===== src/rtl/reqack_initiator.sv =====
// reqack_initiator: initiator side of the req/ack/done/intrpt handshake.
// Issues one req per host start and checks the responder reply timing.
module reqack_initiator #(
  parameter int MAX_ACK  = 5,
  parameter int INTR_WIN = 3,
  parameter int CNT_W    = 16
) (
  input  logic             clk,
  input  logic             reset_n,
  input  logic             start,
  input  logic             ack,
  input  logic             done,
  input  logic             intrpt,
  output logic             req,
  output logic             busy,
  output logic             xfer_ok,
  output logic             err,
  output logic [2:0]       err_code,
  output logic [CNT_W-1:0] xfer_cnt
);

  localparam logic [2:0] S_IDLE = 3'd0;
  localparam logic [2:0] S_REQ  = 3'd1;
  localparam logic [2:0] S_ACK  = 3'd2;
  localparam logic [2:0] S_DONE = 3'd3;
  localparam logic [2:0] S_INT  = 3'd4;

  localparam logic [2:0] C_ACK_TO   = 3'd1;
  localparam logic [2:0] C_NO_DONE  = 3'd2;
  localparam logic [2:0] C_ACK_DONE = 3'd3;
  localparam logic [2:0] C_INT_TO   = 3'd4;
  localparam logic [2:0] C_SPUR     = 3'd5;

  // One counter serves both the ack window and the interrupt window.
  localparam int KW = $clog2(MAX_ACK + INTR_WIN + 2);
  localparam logic [KW-1:0] K_ACK = KW'(MAX_ACK);
  localparam logic [KW-1:0] K_INT = KW'(INTR_WIN);
  localparam logic [KW-1:0] K_ONE = KW'(1);

  logic [2:0]    state;
  logic [2:0]    state_n;
  logic [KW-1:0] k;
  logic [KW-1:0] k_n;
  logic          ok_n;
  logic          err_n;
  logic [2:0]    code_n;

  // Next-state, window counting and outcome decode.
  always_comb begin
    state_n = state;
    k_n     = k;
    ok_n    = 1'b0;
    err_n   = 1'b0;
    code_n  = err_code;
    case (state)
      S_IDLE: begin
        if (ack || done) begin
          err_n  = 1'b1;
          code_n = C_SPUR;
        end else if (start) begin
          state_n = S_REQ;
          code_n  = 3'd0;
        end
      end
      S_REQ: begin
        state_n = S_ACK;
        k_n     = K_ONE;
      end
      S_ACK: begin
        if (ack) begin
          state_n = S_DONE;
        end else if (done) begin
          err_n  = 1'b1;
          code_n = C_NO_DONE;
        end else if (k == K_ACK) begin
          err_n  = 1'b1;
          code_n = C_ACK_TO;
        end else begin
          k_n = k + K_ONE;
        end
      end
      S_DONE: begin
        if (done && ack) begin
          err_n  = 1'b1;
          code_n = C_ACK_DONE;
        end else if (!done) begin
          err_n  = 1'b1;
          code_n = C_NO_DONE;
        end else if (intrpt) begin
          ok_n = 1'b1;
        end else if (INTR_WIN == 0) begin
          err_n  = 1'b1;
          code_n = C_INT_TO;
        end else begin
          state_n = S_INT;
          k_n     = K_ONE;
        end
      end
      S_INT: begin
        if (!intrpt && k == K_INT) begin
          err_n  = 1'b1;
          code_n = C_INT_TO;
        end else if (ack || done) begin
          err_n  = 1'b1;
          code_n = C_SPUR;
        end else if (intrpt) begin
          ok_n = 1'b1;
        end else begin
          k_n = k + K_ONE;
        end
      end
      default: state_n = S_IDLE;
    endcase
    if (ok_n || err_n) state_n = S_IDLE;
  end

  // State, registered outputs and the success counter.
  always_ff @(posedge clk or negedge reset_n) begin
    if (!reset_n) begin
      state    <= S_IDLE;
      k        <= '0;
      req      <= 1'b0;
      busy     <= 1'b0;
      xfer_ok  <= 1'b0;
      err      <= 1'b0;
      err_code <= 3'd0;
      xfer_cnt <= '0;
    end else begin
      state    <= state_n;
      k        <= k_n;
      req      <= (state_n == S_REQ);
      busy     <= (state_n != S_IDLE);
      xfer_ok  <= ok_n;
      err      <= err_n;
      err_code <= code_n;
      if (ok_n) xfer_cnt <= xfer_cnt + CNT_W'(1);
    end
  end

endmodule


===== config.mk =====
export PLATFORM = sky130hd
export DESIGN_NAME = reqack_initiator
export DESIGN_NICKNAME = d
export VERILOG_FILES = /design/src/rtl/reqack_initiator.sv
export SDC_FILE = /design/constraint.sdc
export NUM_CORES = 1
export LEC_CHECK = 0
export ABC_AREA = 0
export BUFFER_PORTS_ARGS = -buffer_cell sky130_fd_sc_hd__buf_2
export CORE_MARGIN = 5
export CORE_UTILIZATION = 40
export DETAILED_ROUTE_END_ITERATION = 8
export SLEW_MARGIN = 30
export SYNTH_ARGS = -nofsm -noshare
export SYNTH_HDL_FRONTEND = slang
export SYNTH_SLANG_ARGS = --single-unit

===== constraint.sdc =====
create_clock -name clk -period 2.09 [get_ports clk]
set_input_delay 0.5225 -clock clk [delete_from_list [all_inputs] [get_ports clk]]
set_output_delay 0.5225 -clock clk [all_outputs]
set_load 0.1 [all_outputs]

; Word-level counts from Yosys, hierarchy flattened
; Index checks and enable logic that the tools add are counted.
[op_classes]
add_sub_neg = 2
eq_ne = 20
muxes = 42
n_reduce_logical = 11
[op_table]
columns = op, n
row1 = two-way mux 3 bit, 16
row2 = two-way mux 4 bit, 9
row3 = inequality test 2 bit (second input constant), 9
row4 = adder 16 x 1 -> 16 bit (second input constant), 1
row5 = case mux 4 bit (4 select lines), 1
row6 = case mux 3 bit (5 select lines), 1
row7 = two-way mux 1 bit, 12
row8 = inequality test 3 bit (second input constant), 4
row9 = case mux 3 bit (4 select lines), 1
row10 = AND reduction 10 bit, 1
row11 = nonzero test 4 bit, 2
row12 = equality test 3 x 1 -> 1 bit (second input constant), 2
row13 = equality test 3 x 2 -> 1 bit (second input constant), 2
row14 = AND reduction 6 bit, 1
row15 = adder 4 x 1 -> 4 bit (second input constant), 1
row16 = equality test 4 x 2 -> 1 bit (second input constant), 1
row17 = equality test 4 x 3 -> 1 bit (second input constant), 1
row18 = case mux 1 bit (4 select lines), 1
row19 = equality test 3 bit (second input constant), 1
row20 = logical NOT 3 bit, 1
row21 = nonzero test 3 bit, 1
row22 = logical AND 1 bit, 2
row23 = logical OR 1 bit, 2
row24 = case mux 1 bit (2 select lines), 1
row25 = logical NOT 1 bit, 1
[word_totals]
reg_bits = 30
input_bits = 6
output_inout_bits = 23
elab_cells = 83

; Depth between registers and ports, before layout
; Gate-level depths: netlist of run 1.
[depth]
ltp_word = 8
mapped_depth = 7
mapped_depth_nobuf = 7

; Least setup slack after synthesis of run 1
; Ideal clock, no wire load.
[synth_timing]
path_type = flip-flop to flip-flop
from = reg xfer_cnt[2]
to = reg xfer_cnt[15]
setup_ns = 0.158
arrival_ns = 2.280
t_required_ns = 1.932
path_slack_ns = -0.348
path_stages_with_launch = 6
n_path_buf = 0
period_less_slack_ns = 2.438
cell_sequence = dfrtp_1 nand2_1 nor3_1 nand4_1 or3b_1 xnor2_1
[synth_via]
elab_chain_len = 1
[synth_lines]
columns = element, line_no
row1 = start: declaration, 19  ; output logic [CNT_W-1:0] xfer_cnt
row2 = start signal: assignment, 136  ; if (ok_n) xfer_cnt <= xfer_cnt + CNT_W'(1);
row3 = adder 16 x 1 -> 16 bit, 136
; No other way between the ends.
; A chain may end at the register's enable or synchronous reset.

; Final worst setup path of run 1
[layout_timing]
from = reg state[0]
to = reg xfer_cnt[15]
[layout_via]
elab_chain_len = 2
elab_cells_between_ends = 3
cone_classes = eq/ne (2) / mux (1)
[layout_lines]
columns = element, line_no
row1 = start: declaration, 40  ; logic [2:0] state;
row2 = start signal: assignment, 129  ; state <= state_n;
row3 = equality test 3 bit or equality test 3 x 2 -> 1 bit (tied branches), 55  ; case (state)
row4 = case mux 1 bit (2 select lines) (*), 55
row5 = net ok_n, 44  ; logic ok_n;
; Mark *: on every way through the listed nets, which the timed path passes. The rest lies on a longest branch.

==> results.md, run 1 <==
- Largest net degree at the start of global routing: 31
- Sequential share of power: 45.5%
- Max Fclk: 516.9 MHz
- Worst Setup Start Kind: flip-flop
- WP data arrival: 2100 ps
- Req. time, crit path: 2250 ps
- Net switching power: 0.3329 mW
- All-layer global routing usage: 13.96%
- Global route overflow: 0
- Post-Route WL: 3.415 mm
- Number of library cell types mapped by synthesis: 42
- Via density: about 5.2
- Die height: 72.58 um
- Die area: 5268 sq um
- Fin. max-slew vios: 0
- Period minus WS final: 1935 ps
- I/O pins: 29
- Cells after Synth: roughly 150
- Synthesized area per cell: 10.17 sq um
- Outcome: complete, no violations
- Area Overhead vs Synth: 24.76%
- Root Driver: clkbuf_8
- Pwr Total: 1.314 mW
- Vias in the first global route: 1257
- Vias: 1276
- Internal power: about 0.98 mW
- Clock sinks: 30
- Unrepaired setup endpoints after global routing: false
- Comb pwr share: 11.3%
- Max-Cap Viols: 0
- Post-detail-place hpwl: 2.525 mm
- Post-layout util: 52.59%
- Port Buf Inserts: 28
- Pwr dens: 672.4 nW/um^2
- Critical path class: flip-flop to flip-flop
- Final setup fails: 0
- DR WL/cell: 14.00 um
- Non-filler cells, final: 244
- Relative slew slack: between 50 and 60%
- Synthesis Warnings: 0
- Cts hold-fix bufs: 0
- Clock latency on the worst-skew pair: 280 ps
- Hold Violations, Final: 0
- Htree depth: 2
- Initial Util: 42.15%
- DP Worst Slack: -57.01 ps
- Gpl congestion: around 0.86
- Area after DPL: ~1800 sq um
- Initial antenna violation count: 0
- Die width: 72.58 um
- Ys async rst share: 100.0%
- Clk pwr share: 43.1%
- Post-Syn Nets: ~160
- Final Cell Area: roughly 2000 sq um
- Setup ws final: 155.3 ps
- LEAKAGE: 0.9050 nW
- CP Max Fanout: 3
- Final period util: 92.57%
- Max Root-Sink Buffers: 2
- Main synth FF type: dfrtp_1
- Clock buffer count from CTS: 5
- Synthesized cell area: 1567 sq um
- Worst-path clk slew: 70 ps
- Final Skew: 6.163 ps
- Post-placement cell count: 234
- Number of remaining DRC errors: 0
- Core box area: between 3000 and 4000 sq um
- Switching share of power: 25.33%
- Post-route ant nets: 0
- Number of flops mapped to enable cells by yosys: 0
- Drt pass-1 iters: 4
- Global-route wire length before repair: 5.678 mm
- Worst hold path class: input pin to asynchronous set/reset pin
- CTS tree: built
- Register bit total from synthesis: 30
- Share of cells above drive strength 1: 33.16%
- DRT iter0 DRCs: 55
- Diodes inserted: 0
- Nets@finish: 204
- Std cell rows: 22
- Sequential area share after synthesis: 47.92%
- Least-Margin Pin Slew: 674.3 ps
- Nature of the critical path endpoint: flip-flop
- Worst ir drop on vdd: around 0.27 mV
==> power by group through the flow <==
stage / Sequential [mW] / Combinational, mW / Clock [mW]
final: 0.598 / 0.149 / 0.567
after global routing: 0.599 / 0.161 / 0.613
after CTS: 0.598 / 0.146 / 0.588
after detailed placement: 0.609 / 0.146 / 0
after global placement: 0.608 / 0.144 / 0
after floorplan: 0.665 / 0.0425 / 0
==> worst max-delay path, stage by stage, from the launching register on <==
cell and delay (ps):
dfrtp_1 390, or4b_4 530, a211oi_4 220, and3_1 190, or3b_1 360, xnor2_1 130
==> cell usage after synthesis, types with 3 or more instances <==
master | instances | area (sq um)
o31a_1 | 3 | 26.28
nand3_1 | 5 | 25.02
xnor2_1 | 13 | 113.9
mux2_2 | 3 | 33.78
and2_1 | 5 | 31.28
o21ai_0 | 6 | 30.03
nor2_1 | 12 | 45.04
nand2_1 | 11 | 41.29
nand4_1 | 6 | 37.54
dfrtp_1 | 30 | 750.7
clkbuf_1 | 5 | 18.77
inv_1 | 5 | 18.77
nand2b_1 | 4 | 25.02
a21oi_1 | 4 | 20.02
ha_1 | 3 | 37.54
nor3_1 | 7 | 35.03
==> metrics by stage <==
step	setup TNS, ps	hold slack, ps
after global routing	0	332.4
final	0	280.4
after CTS	0	288.4
after floorplan	-179.2	226.9
after detailed placement	-142.6	478.0
after global placement	-36.58	465.0
==> state kept, by name, summed over array words and instances (netlist names) <==
name / count
err_code: 3
err: 1
xfer_ok: 1
state: 3
req: 1
busy: 1
xfer_cnt: 16
k: 4
==> layout by cell type, fill, tap and decap left out, types with 3 or more instances in the layout <==
cell and count:
nand4_1 6, nand2_1 11, inv_1 5, ha_1 3, nor3_1 7, mux2_2 3
xnor2_1 13, buf_2 28, nand2b_1 4, a21oi_1 4, clkbuf_8 5, o21ai_0 6
dfrtp_1 22, nor2_1 12, o31a_1 3, nand3_1 5, dfrtp_2 8, buf_4 14
and2_1 5
==> area by class of cell <==
class                      instances  area, sq um
clock buffer                       5        68.82
timing repair buffer              42        245.2
inverter                           5        18.77
fill                             346         1762
multi-input combinational        111        760.7
tap                               48        60.06
clock inverter                     3        40.04
sequential                        30        760.7
==> metal layers <==
layer / routed length [um] / GRT usage [%] / up-vias
li1: - / - / 621
met1: 1437 / 16.36 / 611
met2: 1662 / 22.65 / 37
met3: 237 / 4.545 / 7
met4: 76 / 7.377 / 0
met5: 0 / 0 / -
==> kinds of logic (layout without fill, tap and decap cells) <==
kind of cell	Yosys count	after routing	synth area share, %
AO/OA/AOI/OAI	25	25	11.90
XOR/XNOR	15	15	8.387
adder cells (fa/ha/maj)	3	3	2.396
buffers and inverters	13	55	3.914
flip-flops	30	30	47.92
multiplexers	4	4	2.795
AND/OR/NAND/NOR	64	64	22.68
==> repair_timing <==
item / 4_1_cts / 5_1_grt
buffers inserted: 0 / 2
gates resized for setup: 0 / 2
setup endpoints to repair: 0 / 6
==> final timing paths <==
kind                       slack [ps]  cells after the start            to         from
setup / recovery                  160                      5  xfer_cnt[15]     state[0]
min in group clk                  480                      1   xfer_cnt[5]  xfer_cnt[5]
hold / removal                    280                      1          k[2]      reset_n
max in group asynchronous        1340                      1   xfer_cnt[2]      reset_n
setup reg to reg                  160                      5  xfer_cnt[15]     state[0]
hold reg to reg                   480                      1   xfer_cnt[5]  xfer_cnt[5]
No activity file was read; power rests on OpenSTA's default activity.
==> run 2, diff against run 1 <==
==> constraint.sdc (replaced) <==
create_clock -name clk -period 1.87 [get_ports clk]
set_input_delay 0.4675 -clock clk [delete_from_list [all_inputs] [get_ports clk]]
set_output_delay 0.4675 -clock clk [all_outputs]
set_load 0.1 [all_outputs]
==> run 2 against run 1 <==
  * Final area is 11% higher
  * Flip-flop and latch count did not move
  * First-iteration DRC count shrank 15%
  * Sequential share of layout area fell by 3.7 points
  * Non-clock buffer count increased by 10
  * Count of clock-buffer cells in the layout is 3 higher
  * Largest cell class is now multi-input gates
  * Hold slack worse by 72 ps
  * Clock power rose by 6.7%
  * Critical path depth rose by 1
  * Final cell count increased by 4.1%
  * The run now ends with negative setup slack left
  * Worst setup slack got worse by 210 ps
==> results.md, run 2 (synthesis gave the netlist of run 1 again) <==
- Via density: between 5 and 6
- Die width: 72.58 um
- Clock sinks: 30
- Clock buffer count from CTS: 5
- Post-placement cell count: between 200 and 250
- Diodes inserted: 0
- Max-Cap Viols: 0
- Fin. max-slew vios: 0
- Gpl congestion: 0.8348
- Setup slack, reg-to-reg: -50 ps
- Share of cells above drive strength 1: ~46%
- Period minus WS final: approximately 1900 ps
- CP Max Fanout: 3
- LEAKAGE: about 0.99 nW
- Final hold slack: 208.9 ps
- Pwr dens: about 680 nW/um^2
- Initial antenna violation count: 0
- Global-route wire length before repair: 6.009 mm
- Drt pass-1 iters: 4
- Least-Margin Pin Slew: 653.3 ps
- Area after DPL: 1869 sq um
- Register area: 760.7 sq um
- Violated checks: negative setup slack
- Nets@finish: 214
- Root Driver: clkbuf_8
- Final Cell Area: 2161 sq um
- Largest Register: xfer_cnt
- Port Buf Inserts: 28
- Worst-path clk slew: 70 ps
- Critical R2R Launch: state[1]
- DP Worst Slack: -254.6 ps
- Req. time, crit path: 2030 ps
- Number of remaining DRC errors: 0
- Filler cell count: 323
- Max FFs per register: 16
- Final period util: 102.8%
- Post-Route WL: 3.455 mm
- Non-filler cells, final: 254
- Largest registers: xfer_cnt x16, k x4
- Final Skew: between 9 and 10 ps
- Unrepaired setup endpoints after global routing: true
- CTS tree: built
- Worst hold path class: input pin to asynchronous set/reset pin
- Relative slew slack: a little under three fifths
- Std cell rows: 22
- Post-route ant nets: 0
- All-layer global routing usage: around 15%
- Commonest non-fill, non-tap cells in the layout: 28 x buf_2, 22 x dfrtp_1, 21 x buf_4, 13 x xnor2_1, 9 x nand2_1
- Die height: 72.58 um
- Clock latency on the worst-skew pair: 280 ps
- Vias: 1317
- Final setup TNS: -102.3 ps
- DRT iter0 DRCs: 47
- Worst Setup Start Kind: flip-flop
- Worst path max stage delay: 550 ps
- Global route overflow: 0
- Area Overhead vs Synth: 37.94%
- Die area: 5268 sq um
- Largest net degree at the start of global routing: 31
- Vias in the first global route: 1350
- Critical path class: flip-flop to flip-flop
- CP dominant cell by count: buf_4
- Hold Violations, Final: 0
- Nature of the critical path endpoint: flip-flop
- Commonest non-fill, non-tap cell in the layout: buf_2
- Slowest stage cell, crit path: or4b_4
- Capturing point of the worst reg2reg path: xfer_cnt[1]
- Max Root-Sink Buffers: 2
- FF-to-FF path depth: 6
- WP data arrival: 2080 ps
- Post-detail-place hpwl: 2.542 mm
- I/O pins: 29
- Worst ir drop on vdd: 0.5737 mV
- Setup ws final: -51.78 ps
- Max Fclk: 520.4 MHz
- Initial Util: 42.15%
- Htree depth: 2
- DR WL/cell: 13.60 um
- Outcome: finished, violations left
- Area used by multi-input combinational logic: 877.1 sq um
- Cts hold-fix bufs: 0
- Core box area: 3716 sq um
- Critical Path, Cell by Cell: or4b_4 > a211oi_4 > buf_4 > buf_6 > buf_4 > mux2_2
- Final setup fails: 3
## run 2: cell types whose count changed in the layout (fill, tap and decap cells not counted), moves of 3 or more
cell,previous run,this run
buf_6,0,3
o21ai_0,6,3
nor2_1,12,7
buf_4,14,21
clkbuf_8,5,8
nor2_2,0,3
## run 2: how the worst max path moves through the flow
stage / endpoint / cells past startpoint / slack [ps] / start
4_1_cts: xfer_cnt[15] / 5 / -50 / state[1]
5_1_grt: xfer_cnt[15] / 5 / -150 / state[1]
3_5_place_dp: xfer_cnt[15] / 6 / -250 / done
2_1_floorplan: xfer_cnt[15] / 6 / -380 / done
3_3_place_gp: xfer_cnt[15] / 6 / -230 / done
6_report: xfer_cnt[1] / 6 / -50 / state[1]
## run 2: power breakdown
part	switching (mW)	total [mW]	internal (mW)	leakage, nW
clock network	0.234	0.605	0.371	0.0575
logic	0.133	0.192	0.0598	0.554
registers	0.00694	0.669	0.662	0.380
## run 2: area by class of cell
class | count | area share (%)
Clock buffer | 8 | 5.096
Inverter | 5 | 0.9844
Multi-Input combinational cell | 111 | 40.59
Sequential cell | 30 | 35.21
Tap cell | 48 | 2.779
Timing Repair Buffer | 52 | 15.34
## run 2: what timing repair did
item | CTS | global route
endpoints found under the setup margin | 10 | 24
resized for setup | 4 | 30
setup buffers | 0 | 6
pin swaps | 2 | 5
endpoints found under the hold margin | 0 | 0
## run 2: critical path, delay by kind of cell (launching register included)
kind | cells | cell delay (ps)
flops | 1 | 380
compound gates | 1 | 210
buf+inv | 3 | 350
simple gates | 1 | 550
mux | 1 | 330
## run 2: layer usage
metal / GRT usage (%) / share of wire, %
met4: 7.377 / 2.6
met1: 17.29 / 42
met2: 23.75 / 50
met3: 5.510 / 5.6
met5: 0 / 0
## run 2: metrics by stage
step           utilization (%)  power (mW)
3_3_place_gp             50.30      0.8470
6_report                 58.15       1.466
4_1_cts                  53.67       1.459
5_1_grt                  58.15       1.528
2_1_floorplan                -      0.7911
3_5_place_dp             50.30      0.8497
==> run 3, diff against run 2 <==
==> constraint.sdc (replaced) <==
create_clock -name clk -period 1.6 [get_ports clk]
set_input_delay 0.4 -clock clk [delete_from_list [all_inputs] [get_ports clk]]
set_output_delay 0.4 -clock clk [all_outputs]
set_load 0.1 [all_outputs]
==> run 3 against run 2 <==
  * The flow still finishes with violations (negative setup slack)
  * Count of clock-buffer cells in the layout shrank 1
  * Final cell count grew 9.4%
  * Power grew 14%
  * Sequential power up 17%
  * Sequential share of layout area fell by 3.6 points
  * Worst setup slack lost 330 ps
  * Routed wire length grew 21%
  * Core utilization up 7.1 points
==> results.md, run 3 (synthesis gave the netlist of run 1 again) <==
- Outcome: finished, violations left
- Violated checks: negative setup slack
- Critical R2R Launch: state[1]
- Share of cells above drive strength 1: ~54%
- Vias: 1411
- Metal-1 WL: about 1.9 mm
- Routed wire length on met2: 1.997 mm
- Unrepaired setup endpoints after global routing: true
- DR WL/cell: 15.06 um
- Die area: 5268 sq um
- Drt pass-1 iters: 4
- Htree depth: 2
- Largest registers: xfer_cnt x16, k x4
- Internal power: 1.211 mW
- Sequential share of power: 46.8%
- Fin. max-slew vios: 0
- Largest net degree at the start of global routing: 14
- Final period util: 124.1%
- Commonest non-fill, non-tap cell in the layout: buf_4
- Commonest non-fill, non-tap cells in the layout: 42 x buf_4, 23 x buf_2, 22 x dfrtp_1, 13 x xnor2_1
- Setup ws final: -385.5 ps
- Least-Margin Pin Slew: between 400 and 500 ps
- Slowest stage cell, crit path: or4b_4
- Clock buffer count from CTS: 5
- Worst path max stage delay: 530 ps
- Max layer used: met4
- Req. time, crit path: 1770 ps
- Port Buf Inserts: 28
- Net switching power: ~0.46 mW
- Max-Cap Viols: 0
- I/O pins: 29
- Critical Path, Cell by Cell: or4b_4 > a211oi_4 > and3_4 > or3b_4 > xnor2_1
- Critical path class: flip-flop to flip-flop
- Relative slew slack: 67.54%
- Final Skew: 2.942 ps
- Area Overhead vs Synth: 54.87%
- Gpl congestion: between 0.9 and 1
- Comb pwr share: 15.6%
- Final setup TNS: -6092 ps
- Diodes inserted: 0
- HP Start: start
- CP Launch Point: state[1]
- Top Family by Delay on Critical Path: simple AND/OR/NAND/NOR gates
- Post-detail-place hpwl: approximately 2.9 mm
- Switching share of power: 27.47%
- Worst ir drop on vdd: between 0.6 and 0.7 mV
- Max Fclk: 503.7 MHz
- Hold Violations, Final: 0
- Initial Util: a little over two fifths
- Max Root-Sink Buffers: 2
- Final setup fails: 26
- Initial antenna violation count: 0
- Std cell rows: 22
- Largest Register: xfer_cnt
- Clock latency on the worst-skew pair: between 200 and 300 ps
- Nets@finish: approximately 240
- Nature of the critical path endpoint: flip-flop
- DRT iter0 DRCs: 56
- LEAKAGE: between 1 and 1.5 nW
- Period minus WS final: 1985 ps
- Worst hold path class: input pin to flip-flop
- WP buf/inv: 0
- Post-layout util: 65.29%
- Global route overflow: 0
- Die height: 72.58 um
- Global-route wire length before repair: ~6.9 mm
- Met3 wire length: 250 um
- Core box area: between 3000 and 4000 sq um
- Post-route ant nets: 0
- Post-Route WL: 4.188 mm
- Clk pwr share: around 38%
- Die width: about 73 um
- CTS tree: built
- Via density: approximately 5
- CP Max Fanout: 2
- Vias in the first global route: 1466
- All-layer global routing usage: 16.78%
- Clock sinks: 30
- Number of remaining DRC errors: 0
- Worst-path clk slew: 60 ps
- WP data arrival: 2160 ps
- Root Driver: clkbuf_8
- Pwr dens: 688.4 nW/um^2
- Max FFs per register: 16
- Worst Setup Start Kind: flip-flop
[run 3: layout make-up]
type | instances | area [sq um]
clock buffer | 7 | 86.33
inverter | 5 | 18.77
tap | 48 | 60.06
sequential | 30 | 765.7
clock inverter | 1 | 5.005
fill | 296 | 1290
multi-input combinational | 111 | 918.4
timing repair buffer | 76 | 571.8
[run 3: worst register-to-register path, cell delays in order (launching register included)]
cell and delay (ps):
dfrtp_1 380, or4b_4 530, a211oi_4 260, and3_4 210
or3b_4 370, xnor2_1 130
[run 3: metal layers]
metal	GRT usage, %	up-vias
li1	-	693
met1	21.61	676
met2	26.55	34
met3	6.061	8
met4	4.713	0
met5	0	-
[run 3: final timing paths]
check	endpoint	cells past startpoint	slack [ps]
worst max register to register	xfer_cnt[15]	5	-390
worst min-delay path	req	2	460
min in group asynchronous	xfer_cnt[6]	2	520
worst min register to register	xfer_cnt[5]	1	480
max in group asynchronous	busy	3	640
worst max-delay path	xfer_cnt[15]	5	-390
[run 3: power by group through the flow]
stage          clock network [mW]  logic [mW]  registers, mW
3_3_place_gp                    0       0.210          0.795
4_1_cts                     0.643       0.234          0.783
6_report                    0.627       0.260          0.782
5_1_grt                     0.685       0.280          0.784
3_5_place_dp                    0       0.215          0.796
2_1_floorplan                   0      0.0637          0.869
[run 3: stage by stage]
| stage | power (mW) | worst slack [ps] | hold slack [ps] | cells | area (sq um) |
|---|---|---|---|---|---|
| detailed placement | 1.011 | -467.7 | 288.5 | 255 | 2057 |
| global placement | 1.005 | -440.5 | 280.9 | 255 | 2057 |
| global route | 1.748 | -422.7 | 442.0 | 278 | 2426 |
| finish | 1.670 | -385.5 | 457.5 | 278 | 2426 |
| CTS | 1.659 | -351.2 | 425.1 | 271 | 2276 |
| floorplan | 0.9328 | -625.8 | 104.4 | 154 | 1632 |
[run 3: repair_timing]
item                                    in CTS  in global routing
hold buffers                                 1                  0
endpoints found under the setup margin      25                 31
buffers inserted                             7                  8
resized for setup                           14                 26
hold endpoints to repair                    10                  0
pin swaps                                    9                 17
gates cloned                                 0                  0
